[config.mk]
export PLATFORM = sky130hd
export DESIGN_NAME = serial_frame_rx_flat
export DESIGN_NICKNAME = d
export VERILOG_FILES = /design/src/rtl/serial_frame_rx_if.sv /design/src/rtl/serial_frame_rx.sv /design/src/flat_wrapper.sv
export SDC_FILE = /design/constraint.sdc
export NUM_CORES = 1
export LEC_CHECK = 0
export BUFFER_PORTS_ARGS = -buffer_cell sky130_fd_sc_hd__buf_2
export CORE_ASPECT_RATIO = 1.5
export CORE_UTILIZATION = 59
export CTS_CLUSTER_SIZE = 10
export DETAILED_ROUTE_END_ITERATION = 8
export PLACE_DENSITY_LB_ADDON = 0.15
export SYNTH_ARGS = -nofsm -noshare
export SYNTH_HDL_FRONTEND = slang
export SYNTH_SLANG_ARGS = --single-unit
[constraint.sdc]
create_clock -name CLK_I -period 5.8 [get_ports CLK_I]
set_input_delay 1.16 -clock CLK_I [delete_from_list [all_inputs] [get_ports CLK_I]]
set_output_delay 1.16 -clock CLK_I [all_outputs]
set_load 0.02 [all_outputs]
[src/rtl/serial_frame_rx_if.sv]
// Wishbone classic slave signal bundle for serial_frame_rx.
// The master modport drives the request side; the slave modport returns data and acknowledge.
interface serial_frame_rx_if;
  logic        CYC_I;
  logic        STB_I;
  logic        WE_I;
  logic [31:0] ADR_I;
  logic [31:0] DAT_I;
  logic [31:0] DAT_O;
  logic        ACK_O;

  modport master (
    output CYC_I, STB_I, WE_I, ADR_I, DAT_I,
    input  DAT_O, ACK_O
  );

  modport slave (
    input  CYC_I, STB_I, WE_I, ADR_I, DAT_I,
    output DAT_O, ACK_O
  );
endinterface

[src/rtl/serial_frame_rx.sv]
// Mid-bit sampling LSB-first frame deserializer with a frame FIFO drained over Wishbone classic.
// Optional FRAMES register (0xC) built only when FRX_FRAME_CNT_EN is defined.
module serial_frame_rx #(
  parameter int FRAME_W    = 10,
  parameter int BIT_CYCLES = 4,
  parameter int FIFO_DEPTH = 8
) (
  input  logic             CLK_I,
  input  logic             RST_I,
  serial_frame_rx_if.slave wb,
  input  logic             ena_i,
  input  logic             data_i,
  output logic             irq_o
);
  localparam int PTR_W = $clog2(FIFO_DEPTH);
  localparam int CNT_W = PTR_W + 1;
  localparam int CYC_W = (BIT_CYCLES > 2) ? $clog2(BIT_CYCLES) : 1;
  localparam int IDX_W = $clog2(FRAME_W);

  typedef enum logic [1:0] {IDLE, START, SHIFT} state_t;

  state_t             state_q, state_d;
  logic [CYC_W-1:0]   cyc_cnt_q, cyc_cnt_d;
  logic [IDX_W-1:0]   bit_idx_q, bit_idx_d;
  logic [FRAME_W-1:0] shreg_q, shreg_d;
  logic               ena_prev_q, ena_prev_d;
  logic [FRAME_W-1:0] frame_dat;
  logic               frame_done;

  logic [FRAME_W-1:0] mem_q [FIFO_DEPTH];
  logic [PTR_W-1:0]   wr_ptr_q, wr_ptr_d, rd_ptr_q, rd_ptr_d;
  logic [CNT_W-1:0]   count_q, count_d;
  logic               ovf_q, ovf_d, rx_en_q, rx_en_d, flush_q, flush_d;
  logic               ack_q, ack_d, irq_q, irq_d;
  logic [31:0]        dat_q, dat_d;
  logic               wb_req, fifo_empty, fifo_full, push, pop;
  logic [1:0]         reg_sel;
  logic [31:0]        status_w;
  logic               unused_bits;

  assign frame_dat = {data_i, shreg_q[FRAME_W-1:1]};

  // START and SHIFT share the sampling path; START only marks the half-bit alignment phase.
  always_comb begin
    state_d    = state_q;
    cyc_cnt_d  = cyc_cnt_q;
    bit_idx_d  = bit_idx_q;
    shreg_d    = shreg_q;
    ena_prev_d = ena_i;
    frame_done = 1'b0;
    case (state_q)
      IDLE: begin
        if (rx_en_q && ena_prev_q && !ena_i) begin
          state_d   = START;
          cyc_cnt_d = CYC_W'(BIT_CYCLES / 2 - 1);
          bit_idx_d = '0;
        end
      end
      START, SHIFT: begin
        if (!rx_en_q) begin
          state_d = IDLE;
        end else if (cyc_cnt_q != '0) begin
          cyc_cnt_d = cyc_cnt_q - 1'b1;
        end else if (ena_i) begin
          state_d = IDLE;
        end else begin
          state_d   = SHIFT;
          cyc_cnt_d = CYC_W'(BIT_CYCLES - 1);
          shreg_d   = frame_dat;
          if (bit_idx_q == IDX_W'(FRAME_W - 1)) begin
            bit_idx_d  = '0;
            frame_done = 1'b1;
          end else begin
            bit_idx_d = bit_idx_q + 1'b1;
          end
        end
      end
      default: state_d = IDLE;
    endcase
  end

  assign wb_req     = wb.CYC_I && wb.STB_I && !ack_q;
  assign reg_sel    = wb.ADR_I[3:2];
  assign fifo_empty = (count_q == '0);
  assign fifo_full  = (count_q == CNT_W'(FIFO_DEPTH));
  assign pop        = wb_req && !wb.WE_I && (reg_sel == 2'd0) && !fifo_empty;
  // A pop on the same edge frees the slot, so a full FIFO still accepts the frame.
  assign push       = frame_done && !flush_q && (!fifo_full || pop);
  assign status_w   = {21'd0, ovf_q, fifo_full, fifo_empty, 8'(count_q)};
  assign unused_bits = ^{wb.ADR_I[31:4], wb.ADR_I[1:0], wb.DAT_I[31:3]};

`ifdef FRX_FRAME_CNT_EN
  logic [31:0] frames_q, frames_d;

  always_comb begin
    frames_d = frames_q;
    if (flush_q)   frames_d = '0;
    else if (push) frames_d = frames_q + 32'd1;
  end

  always_ff @(posedge CLK_I) begin
    if (RST_I) frames_q <= '0;
    else       frames_q <= frames_d;
  end
`endif

  always_comb begin
    ack_d    = wb_req;
    dat_d    = '0;
    rx_en_d  = rx_en_q;
    flush_d  = 1'b0;
    ovf_d    = ovf_q;
    irq_d    = rx_en_q && !fifo_empty;
    wr_ptr_d = wr_ptr_q + PTR_W'(push);
    rd_ptr_d = rd_ptr_q + PTR_W'(pop);
    count_d  = count_q + CNT_W'(push) - CNT_W'(pop);
    if (wb_req && !wb.WE_I) begin
      case (reg_sel)
        2'd0: dat_d = fifo_empty ? 32'd0 : 32'(mem_q[rd_ptr_q]);
        2'd1: dat_d = status_w;
        2'd2: dat_d = {31'd0, rx_en_q};
`ifdef FRX_FRAME_CNT_EN
        2'd3: dat_d = frames_q;
`else
        2'd3: dat_d = '0;
`endif
      endcase
    end
    if (wb_req && wb.WE_I && (reg_sel == 2'd2)) begin
      rx_en_d = wb.DAT_I[0];
      flush_d = wb.DAT_I[1];
      if (wb.DAT_I[2]) ovf_d = 1'b0;
    end
    if (frame_done && fifo_full && !pop) ovf_d = 1'b1;
    if (flush_q) begin
      wr_ptr_d = '0;
      rd_ptr_d = '0;
      count_d  = '0;
    end
  end

  always_ff @(posedge CLK_I) begin
    if (push) mem_q[wr_ptr_q] <= frame_dat;
  end

  always_ff @(posedge CLK_I) begin
    if (RST_I) begin
      state_q    <= IDLE;
      cyc_cnt_q  <= '0;
      bit_idx_q  <= '0;
      shreg_q    <= '0;
      ena_prev_q <= 1'b0;
      wr_ptr_q   <= '0;
      rd_ptr_q   <= '0;
      count_q    <= '0;
      ovf_q      <= 1'b0;
      rx_en_q    <= 1'b0;
      flush_q    <= 1'b0;
      ack_q      <= 1'b0;
      irq_q      <= 1'b0;
      dat_q      <= '0;
    end else begin
      state_q    <= state_d;
      cyc_cnt_q  <= cyc_cnt_d;
      bit_idx_q  <= bit_idx_d;
      shreg_q    <= shreg_d;
      ena_prev_q <= ena_prev_d;
      wr_ptr_q   <= wr_ptr_d;
      rd_ptr_q   <= rd_ptr_d;
      count_q    <= count_d;
      ovf_q      <= ovf_d;
      rx_en_q    <= rx_en_d;
      flush_q    <= flush_d;
      ack_q      <= ack_d;
      irq_q      <= irq_d;
      dat_q      <= dat_d;
    end
  end

  assign wb.ACK_O = ack_q;
  assign wb.DAT_O = dat_q;
  assign irq_o    = irq_q;
endmodule

[src/flat_wrapper.sv]
// flat-port wrapper written by rule: the top's interface ports become plain ports
module serial_frame_rx_flat 
#(
  parameter int FRAME_W    = 10,
  parameter int BIT_CYCLES = 4,
  parameter int FIFO_DEPTH = 8
)
  (CLK_I, RST_I, ena_i, data_i, irq_o, wb_CYC_I, wb_STB_I, wb_WE_I, wb_ADR_I, wb_DAT_I, wb_DAT_O, wb_ACK_O);
  serial_frame_rx_if wb_i ();
  input  logic CLK_I;
  input  logic RST_I;
  input  logic ena_i;
  input  logic data_i;
  output logic irq_o;
  input wire logic [$bits(wb_i.CYC_I)-1:0] wb_CYC_I;
  input wire logic [$bits(wb_i.STB_I)-1:0] wb_STB_I;
  input wire logic [$bits(wb_i.WE_I)-1:0] wb_WE_I;
  input wire logic [$bits(wb_i.ADR_I)-1:0] wb_ADR_I;
  input wire logic [$bits(wb_i.DAT_I)-1:0] wb_DAT_I;
  output wire logic [$bits(wb_i.DAT_O)-1:0] wb_DAT_O;
  output wire logic [$bits(wb_i.ACK_O)-1:0] wb_ACK_O;
  assign wb_i.CYC_I = wb_CYC_I;
  assign wb_i.STB_I = wb_STB_I;
  assign wb_i.WE_I = wb_WE_I;
  assign wb_i.ADR_I = wb_ADR_I;
  assign wb_i.DAT_I = wb_DAT_I;
  assign wb_DAT_O = wb_i.DAT_O;
  assign wb_ACK_O = wb_i.ACK_O;
  serial_frame_rx #(.FRAME_W(FRAME_W), .BIT_CYCLES(BIT_CYCLES), .FIFO_DEPTH(FIFO_DEPTH)) u_core (.CLK_I(CLK_I), .RST_I(RST_I), .wb(wb_i), .ena_i(ena_i), .data_i(data_i), .irq_o(irq_o));
endmodule
**After elaboration in Yosys (flattened, before gate mapping)**

Memory sizes are Yosys's and may differ from the RTL's. A register that Yosys moved wholly into a read port is not among the register bits.
Cells that the tools add are included.

- Flip-flop bits (word level): 66
- RAM bits: 80
- Input bits: 71
- Output and inout port bits: 34
- Logic and storage cells: 104
- Memories kept: 1

- Add/subtract/negate cells: 6
- Equal/unequal tests: 13
- Muxes and demuxes: 28
- Bitwise operators: 4
- Reduce and logical (&&, ||, !) cells: 38

Memories:

| name | depth | width | read ports | clocked after memory_dff | wr ports | line | text |
|---|---|---|---|---|---|---|---|
| u_core.mem_q | 8 | 10 | 1 | 1 | 1 | serial_frame_rx.sv:30 | `logic [FRAME_W-1:0] mem_q [FIFO_DEPTH];` |

Operator list:

| kind | number |
|---|---|
| 32-bit case mux with 4 select lines | 1 |
| 4-bit two-way mux | 5 |
| 1-bit logical AND | 14 |
| 2-bit two-way mux | 7 |
| 1-bit two-way mux | 10 |
| 10-bit two-way mux | 1 |
| 4-bit == test, second input constant | 2 |
| 2-bit case mux with 2 select lines | 2 |
| 4-bit case mux with 2 select lines | 1 |
| 4-bit AND reduction | 2 |
| 2-bit nonzero test | 4 |
| 2-bit OR reduction | 4 |
| 1-bit zero test | 7 |
| 3-bit by 1-bit adder with 3-bit output | 2 |
| 2-bit == test, second input constant | 3 |
| 5-bit AND reduction | 1 |
| 4-bit by 1-bit adder with 4-bit output | 1 |
| 4-bit by 1-bit adder with 4-bit output, second input constant | 1 |
| 2-bit by 1-bit == test with 1-bit output, second input constant | 2 |
| 2-bit zero test | 2 |
| 4-bit zero test | 1 |
| 2-bit by 1-bit != test with 1-bit output, second input constant | 2 |
| 2-bit != test, second input constant | 2 |
| 1-bit NOT | 4 |
| other kinds (7) | 8 |

**Longest topological paths before layout**

- Depth after elaboration: 10
- Mapped depth: 12
- Depth with buffers taken out: 12

**Worst setup path before layout**

Ideal clock, no wire load.

- Path kind: input -> register
- Start point: in wb_WE_I
- End point: mem u_core.mem_q[4][0] (enable)
- Setup time: 390 ps
- Arrival time: 2702 ps
- Data required time: 5410 ps
- Path slack: 2709 ps
- Cell stages on the path: 4
- Path buffers: 0
- Path through: nand4bb_1 o41ai_2 nand3_1 nor3_1

- Cells in the longest elaborated chain, start to end: 8

RTL lines:

| what | line | text |
|---|---|---|
| start: declaration | flat_wrapper.sv:17 | `input wire logic [$bits(wb_i.WE_I)-1:0] wb_WE_I;` |
| 1-bit zero test | serial_frame_rx.sv:86 | `assign pop = wb_req && !wb.WE_I && (reg_sel == 2'd0) && !fifo_empty;` |
| 1-bit logical AND (3 in series) | serial_frame_rx.sv:86 |  |
| 1-bit logical OR | serial_frame_rx.sv:88 | `assign push = frame_done && !flush_q && (!fifo_full \|\| pop);` |
| 1-bit logical AND | serial_frame_rx.sv:88 |  |
| 1-bit two-way mux | serial_frame_rx.sv:143 | `if (push) mem_q[wr_ptr_q] <= frame_dat;` |
| 1-bit two-way mux (implied by the code) | serial_frame_rx.sv:143 |  |
| end: declaration | serial_frame_rx.sv:30 |  |

No other way between the ends.

**Worst setup path after layout**

- Start point: in ena_i
- End point: mem u_core.mem_q[4][2] (enable)

- Cells in the longest elaborated chain, start to end: 8

RTL lines:

| what | line | text |
|---|---|---|
| start: declaration | flat_wrapper.sv:12 | `input logic ena_i;` |
| 1-bit two-way mux | serial_frame_rx.sv:64 | `end else if (ena_i) begin` |
| 1-bit two-way mux | serial_frame_rx.sv:62 | `end else if (cyc_cnt_q != '0) begin` |
| 1-bit two-way mux | serial_frame_rx.sv:60 | `if (!rx_en_q) begin` |
| 1-bit two-way mux | serial_frame_rx.sv:51 | `case (state_q)` |
| 1-bit logical AND (2 in series) | serial_frame_rx.sv:88 |  |
| 1-bit two-way mux | serial_frame_rx.sv:143 |  |
| 1-bit two-way mux (implied by the code) | serial_frame_rx.sv:143 |  |

No other way between the ends.

==> flow_summary.toml <==
[floorplanning]
die-area_um2 = 9079
dieHeight_um = 116.2
rows = 41
initial_core_util = 0.6098
io_pins = 105
die_w_um = 78.14
core_um2 = 8413

[placement]
io_buffers = 24
dp_cells = 479
dp_hpwl_mm = 5.826
gp_routability_congestion = 0.7774

[yosys]
syn_area_um2 = 5130
synth_xor_area_frac = 0.01195
synth_edf_count = 80
synthMuxAreaShare = 0.1132
yosysTopAreaCell = "edfxtp_1"
yosysWarningCount = 0
ys_ff_latch = 124
ys_seq_area_frac = 0.6400
synth_compound_area_frac = 0.03683
synthSimpleGateAreaFrac = 0.1024
synth_top_family_by_area = "multiplexers"
synth_area_leaders = "edfxtp_1 (47%), dfxtp_1 (17%), mux4_2 (8.8%), ha_1 (3.4%), buf_4 (3.2%)"
yosysTopAreaCellShare = 0.4683
synthAdderAreaFrac = 0.03805
synth_ff_type = "edfxtp_1"
async_flop_share = 0
synth_cell_types = 43
synthCells = 356
avgSynthCellArea_um2 = 14.41

[critical_path]
startpoint_type = "input pin"
cp_common_cell = "nor3_1"
cp.arrival_ns = 3.56
crit_type = "input pin to register"
cpPeakStageDelay_ns = 0.83
crit_chain = "buf_2 > nand4b_1 > nor3_1 > nand3_1 > nor3_1 > buf_4"
crit_path_max_fanout = 11
worst_setup_path_end_kind = "register"
critical_path_required_ns = 5.91
crit_slowest_cell = "nor3_1"

[sta]
setup_viol = 0
relSlewSlack = 0.2194
min_period_over_period = 0.5954
rsz0062_at_grt = "no"
finClkSkew_ns = 0.007285
fin_setup_tns_ns = 0
tightest_slew_ns = 1.167
hold_violations = 0
min_period_ns = 3.453
max_freq_mhz = 289.6
slew_violations = 0

[clock_tree]
cts_made_buffers = 17
post_cts_buffers = 0
cts-resized-gates = 0
cts.path.max_buffers = 2
clk_root_buffer_cell = "clkbuf_16"
cts_sinks = 124
postCtsHoldBufs = 0
htree_levels = 4
cts.clk_slew.worst_paths_ns = 0.05
clock_latency_ns = 0.40
cts_tree = "done"

[layout]
antenna_cells = 0
instances_no_fill = 511
post-route-util = 0.6965
drive_above_1_share = 0.2054
syn2layout_area_growth_pct = 14.22
nets = 477
fillerInstances = 592

[route]
viasPerCell = 5.624
drcViolationCount = 0
first_pass_iters = 4
m1WireLength_mm = 3.511
wl_mm = 9.128
routed-wl-met2_mm = 4.960
ant_nets = 0
wl_per_cell_um = 17.86
dr_wl_met3_um = 477
drtIter0Drc = 199
top_layer_used = "met4"
vias = 2874

[global_routing]
grt.total_usage = 0.2297
grt_pass1_wl_mm = 14.41
grt_pass1_vias = 2912
overflow = 0
grt_max_degree = 31
antenna_found_initial = 0

[job]
maxCapViolCount = 0

[power_and_ir_drop]
p_leak_nw = 2.135
ir_drop_uv = 248.0
powerDensity_nw_per_um2 = 341.6

[hold_path]
hp-class = "register to register"

[run_status]
status = "completed"
report_power, final:
group	internal, mW	switching [mW]
sequential	0.932	0.00114
combinational	0.00943	0.0266
clock	0.685	0.347
total	1.63	0.375
worst max-delay path: cells and delay by family:
kind / cells / cell delay [ns]
and+or+nand+nor: 4 / 1.96
buffers and inverters: 2 / 0.43
kinds of logic after synthesis:
kind of cell | Yosys count
flip-flops | 124
AO/OA/AOI/OAI | 29
XOR/XNOR | 7
other | 1
buffers and inverters | 49
adder cells (fa/ha/maj) | 15
AND/OR/NAND/NOR | 98
multiplexers | 33
synthesized netlist by cell type (all sizes together) (2+ instances only):
master,count
edfxtp,80
dfxtp,44
buf,29
nand2,27
nor2,21
mux4,20
a21oi,15
inv,15
ha,14
mux2i,13
nor3,11
and2,8
xnor2,7
o21ai,6
clkbuf,5
nand2b,5
nand3b,5
nor3b,4
or3,4
nor2b,3
a21o,2
nand3,2
nand4bb,2
nor4,2
cell type report:
type,instances,area [um2],share of cell area
tap,107,133.9,0.02285
multi-input combinational,203,1630,0.2782
clock inverter,7,85.08,0.01452
clock buffer,25,505.5,0.08627
timing repair buffer,30,165.2,0.02819
sequential,124,3283,0.5603
inverter,15,56.30,0.009609
cells in the final DEF, fill, tap and decap left out, types with 8 or more instances in the layout:
master,n
nand2_1,27
mux2i_1,13
mux4_2,20
nor2_1,21
clkbuf_16,17
buf_2,24
ha_1,14
inv_1,15
dfxtp_1,44
conb_1,21
nor3_1,11
a21oi_1,15
and2_1,8
edfxtp_1,80
final timing paths:
| check | startpoint | endpoint | slack, ns | cells past startpoint |
|---|---|---|---|---|
| setup / recovery | ena_i | u_core.mem_q[4][2] | 2.35 | 6 |
| hold / removal | u_core.wb.ACK_O | u_core.wb.ACK_O | 0.46 | 1 |
| setup reg to reg | u_core.state_q[1] | u_core.mem_q[4][2] | 2.44 | 7 |
| hold reg to reg | u_core.wb.ACK_O | u_core.wb.ACK_O | 0.46 | 1 |
registers in the layout (all words and copies together), names as in the netlist:
signal / count
u_core.rd_ptr_q: 3
u_core.irq_o: 1
u_core.count_q: 4
u_core.mem_q: 80
u_core.wb.DAT_O: 11
u_core.state_q: 2
u_core.ena_prev_q: 1
u_core.wb.ACK_O: 1
u_core.rx_en_q: 1
u_core.flush_q: 1
u_core.bit_idx_q: 4
u_core.shreg_q: 9
u_core.ovf_q: 1
u_core.wr_ptr_q: 3
u_core.cyc_cnt_q: 2
stage by stage:
stage	cell area [um2]	worst slack [ns]	power (mW)	hold WS (ns)
finish	5859	2.347	2.001	0.4604
global route	5859	2.103	2.055	0.4885
CTS	5859	2.348	2.017	0.4612
detailed placement	5269	1.917	0.9866	0.4338
global placement	5269	1.973	0.9861	0.4458
floorplan	5205	2.709	0.9886	0.4229
layer usage:
metal  vias up  track usage
met5         -            0
met3        20      0.06328
met1      1411       0.2427
li1       1338            -
met2       105       0.4000
met4         0       0.1543
Power figures use the tool's default switching activity.
